===== config.mk =====
export PLATFORM = sky130hd
export DESIGN_NAME = priority_decoder
export DESIGN_NICKNAME = d
export VERILOG_FILES = /design/src/rtl/priority_decoder.sv
export SDC_FILE = /design/constraint.sdc
export NUM_CORES = 1
export LEC_CHECK = 0
export BUFFER_PORTS_ARGS = -buffer_cell sky130_fd_sc_hd__buf_2
export CAP_MARGIN = 25
export CORE_AREA = 2 2 82 84
export CTS_CLUSTER_SIZE = 10
export DETAILED_ROUTE_END_ITERATION = 8
export DIE_AREA = 0 0 84 86
export GPL_TIMING_DRIVEN = 0
export PLACE_DENSITY_LB_ADDON = 0.1
export SKIP_CTS_REPAIR_TIMING = 1
export SYNTH_ARGS = -nofsm -noshare
export SYNTH_HDL_FRONTEND = slang
export SYNTH_SLANG_ARGS = --single-unit

===== constraint.sdc =====
create_clock -name clk -period 3.1 [get_ports clk]
set_clock_uncertainty 0.1 [all_clocks]
set_input_delay 0.775 -clock clk [delete_from_list [all_inputs] [get_ports clk]]
set_output_delay 0.775 -clock clk [all_outputs]
set_load 0.01 [all_outputs]

===== src/rtl/priority_decoder.sv =====
// priority_decoder: turns the 4-bit index from a 16-line priority encoder into a
// registered one-hot grant. The grant is held until ack, until a hold timeout,
// or until En drops. Every grant is followed by a one-cycle RELEASE gap.
//
//   state   | meaning
//   --------+----------------------------------------------------------------
//   IDLE    | no grant; waiting for En=1 and VALID=1
//   GRANT   | g one-hot at grant_idx; waiting for ack, timeout or abort
//   RELEASE | one-cycle gap with g=0; requests and ack are ignored
module priority_decoder #(
    parameter int unsigned TIMEOUT = 16   // legal range 1..31
) (
    input  logic        clk,
    input  logic        rst,
    input  logic        En,
    input  logic [3:0]  y,
    input  logic        VALID,
    input  logic        ack,
    output logic [15:0] g,
    output logic [3:0]  grant_idx,
    output logic        busy,
    output logic        timeout,
    output logic [7:0]  grant_cnt
);

    typedef enum logic [1:0] {
        IDLE    = 2'd0,
        GRANT   = 2'd1,
        RELEASE = 2'd2
    } state_t;

    // Hold counter value on the final cycle of GRANT before a forced release.
    localparam logic [4:0] HOLD_LAST = 5'(TIMEOUT - 1);

    state_t     state;
    logic [4:0] hold_cnt;

    // Grant FSM. Every output is a register updated together with the state.
    // Inside GRANT the priority is: En low (abort), then ack, then timeout.
    always_ff @(posedge clk) begin
        if (rst) begin
            state     <= IDLE;
            g         <= '0;
            grant_idx <= '0;
            busy      <= 1'b0;
            timeout   <= 1'b0;
            grant_cnt <= '0;
            hold_cnt  <= '0;
        end else begin
            // timeout is a single-cycle pulse; it is only raised on a forced release
            timeout <= 1'b0;
            case (state)
                IDLE: begin
                    if (En && VALID) begin
                        state     <= GRANT;
                        busy      <= 1'b1;
                        g         <= 16'h0001 << y;
                        grant_idx <= y;
                        hold_cnt  <= '0;
                    end
                end
                GRANT: begin
                    if (!En) begin
                        // Abort: ack is ignored and nothing is counted.
                        state <= RELEASE;
                        g     <= '0;
                    end else if (ack) begin
                        // ack also wins on the cycle the hold limit is reached.
                        state <= RELEASE;
                        g     <= '0;
                        if (grant_cnt != 8'hFF) begin
                            grant_cnt <= grant_cnt + 8'd1;
                        end
                    end else if (hold_cnt == HOLD_LAST) begin
                        state   <= RELEASE;
                        g       <= '0;
                        timeout <= 1'b1;
                    end else begin
                        hold_cnt <= hold_cnt + 5'd1;
                    end
                end
                RELEASE: begin
                    state <= IDLE;
                    busy  <= 1'b0;
                end
                default: begin
                    state <= IDLE;
                    busy  <= 1'b0;
                    g     <= '0;
                end
            endcase
        end
    end

endmodule


==> out/results.txt <==
Status: complete, no violations
Sequential share of power: 51.6%
Worst-path clk slew: 0.08 ns
Final Hold Fails: 0
Mean Syn Cell Area: 8.95 sq um
Met3 GRT Util: 3.85%
Critical path class: reg -> reg
Setup Viol. Count Final: 0
Psw: 0.000232 W
1st-iter DRT viols: 54
Met2 usage: 17.9%
Unique masters post-synth: 41
Switching part of the total: 24.6%
Final WL: 4240 um
I/O Buffers: 36
Clk network pwr share: 39.9%
Crit-path max FO: 7
Setup slack after placement: 0.792 ns
Crit path time final: 2.18 ns
Min-delay worst type: reg -> reg
Tightest Pin Transition: 0.858 ns
Placed cells: 294
Arrival time worst endpoint: 2.29 ns
RSZ-0062 raised after global routing: false
Type of origin of the critical path: flip-flop
CTS tree: yes
Num Clock Sinks: 37
Detailed placement HPWL: 3060 um
Worst vdd ir: 220 uV
Crit. End Element: flip-flop
Tcrit/Tclk final: 70.2%
Fmax: 0.460 GHz
Yosys warns: 0
Lkg Pwr: 0.818 nW
# H-tree levels: 2
Synthesized area: 1620 sq um
Global-route wire length before repair: 7010 um
DIE WIDTH: 84 um
Remaining DRCs: 0
Sequential fraction of the synthesis area: 45.7%
Data required time of the worst path: 3.21 ns
GPL Wtd Cong: 0.750
Vias in the first global route: 1,294
Die ar.: 7220 sq um
Slew Viols, Final: 0
Antenna Nets Post-Route: 0
Area Overhead vs Synth: 23.3%
Vias: 1,423
PD cells: 472 nW/um^2
Int Power: 0.000711 W
Die height: 86 um
Row count: 29
GRT Total Usage: 12.5%
ANT cells: 0
Clock tree buffer depth: 2
Synthesized net count: 193
Total grt overflow: 0
Most frequent cells in the layout: buf_2 (37), dfxtp_1 (37), nor2_1 (23)
Initial antenna violation count: 0
Skew-Pair Late Insertion Delay: 0.29 ns
Clock Root Buffer: clkbuf_8
Number of primary I/O pins: 39
Starting Density: 25.8%
Drt via density: 4.71
WL/cell: 14.1 um
Setup tns final: 0 ns
Worst hold slack: 0.354 ns
MaxCap Viol Count: 0
Max_slew headroom: 42.4%
Nets: 236
Yosys reg bits: 37
Met1 GRT Util: 17.9%
Layout Cells excl Fill: 302
Largest net degree at the start of global routing: 12
Share of cells above drive strength 1: 22.7%
DR pass1 iterations: 4
Grt peak-use layer: met2
Cells after Synth: 181
CTS buffer count: 5
Core area: 6280 sq um
PnR worst setup slack: 0.924 ns
Combinational share of power: 8.5%
## per-layer routing
layer	wire [um]	vias to the layer above	share of wire, %
met5	0	-	0
met4	24	0	0.57
met3	170	2	4.0
met2	1910	26	45
met1	2140	661	50
li1	-	734	-
## stage by stage
| stage | cell area (sq um) | power (W) | utilization (%) |
|---|---|---|---|
| after global placement | 1900 | 0.000581 | 30.2 |
| after detailed placement | 1900 | 0.000580 | 30.2 |
| final | 2000 | 0.000943 | 31.8 |
| after global routing | 2000 | 0.000987 | 31.8 |
| after CTS | 2000 | 0.000959 | 31.8 |
| after floorplan | 1620 | 0.000547 | - |
## synth_stat cells
master     count  area, sq um
dfxtp_1       37          741
nor2_1        23         86.3
nand2_1       22         82.6
a21oi_1       17         85.1
clkbuf_1       7         26.3
or4_1          6         45.0
a22oi_1        5         37.5
inv_1          5         18.8
mux2i_1        5         50.1
nand3_1        5         25.0
nor2b_1        4         25.0
a32oi_1        3         26.3
and3_1         3         18.8
ha_1           3         37.5
nand2b_1       3         18.8
nor4_1         3         18.8
o31ai_1        3         22.5
buf_6          2         22.5
nand3b_1       2         15.0
nor4b_1        2         17.5
a311oi_1       1         8.76
a31oi_1        1         6.26
a41o_1         1         10.0
and3b_1        1         8.76
and4_1         1         8.76
and4bb_2       1         12.5
buf_2          1         5.00
buf_4          1         7.51
mux2_1         1         11.3
nand4b_1       1         8.76
nand4b_4       1         23.8
nand4bb_1      1         11.3
nor3_1         1         5.00
nor3b_1        1         7.51
o21ai_0        1         5.00
o31a_1         1         8.76
o32ai_2        1         16.3
or3_1          1         6.26
or4b_1         1         10.0
xnor2_1        1         8.76
xor2_1         1         8.76
## flip-flops by register name, indices dropped and copies added, names as in the netlist
name / flops
busy: 1
timeout: 1
grant_idx: 4
grant_cnt: 8
g: 16
hold_cnt: 5
state: 2
## cell families (layout without fill, tap and decap cells)
| kind of cell | Yosys count | after routing | share of synthesized area, % |
|---|---|---|---|
| mux | 6 | 6 | 3.79 |
| simple gates | 83 | 83 | 28.1 |
| flops | 37 | 37 | 45.7 |
| fa+ha+maj | 3 | 3 | 2.32 |
| compound gates | 34 | 34 | 14.0 |
| buf+inv | 16 | 60 | 4.95 |
| xor+xnor | 2 | 2 | 1.08 |
## final cells by class
type | instances | area (sq um)
multi-input combinational | 128 | 798
sequential | 37 | 741
buffer | 11 | 61.3
inverter | 5 | 18.8
timing repair buffer | 36 | 180
fill | 693 | 4280
clock buffer | 7 | 96.3
clock inverter | 1 | 5.00
tap | 77 | 96.3
## power groups by stage
stage               Clock, W  Sequential [W]  Combinational, W
floorplan                  0        0.000500         0.0000463
detailed placement         0        0.000498         0.0000818
finish              0.000376        0.000487         0.0000801
global placement           0        0.000498         0.0000827
CTS                 0.000390        0.000487         0.0000821
global route        0.000408        0.000488         0.0000909
## path summary, 6_finish.rpt
path                                endpoint  cells past startpoint  slack [ns]          from
worst min register to register  grant_idx[0]                      2        0.35  grant_idx[0]
worst max register to register   hold_cnt[3]                      6        0.92   hold_cnt[0]
worst min-delay path            grant_idx[0]                      2        0.35  grant_idx[0]
worst max-delay path             hold_cnt[3]                      6        0.92   hold_cnt[0]
## worst max-delay path, cell delays in order (launching register included)
cell and delay, ns:
dfxtp_1 0.34, ha_1 0.23, and3_1 0.19, ha_1 0.22
nor3_1 0.71, nand3_1 0.14, a31oi_1 0.17
(Power assumes the default switching activity.)
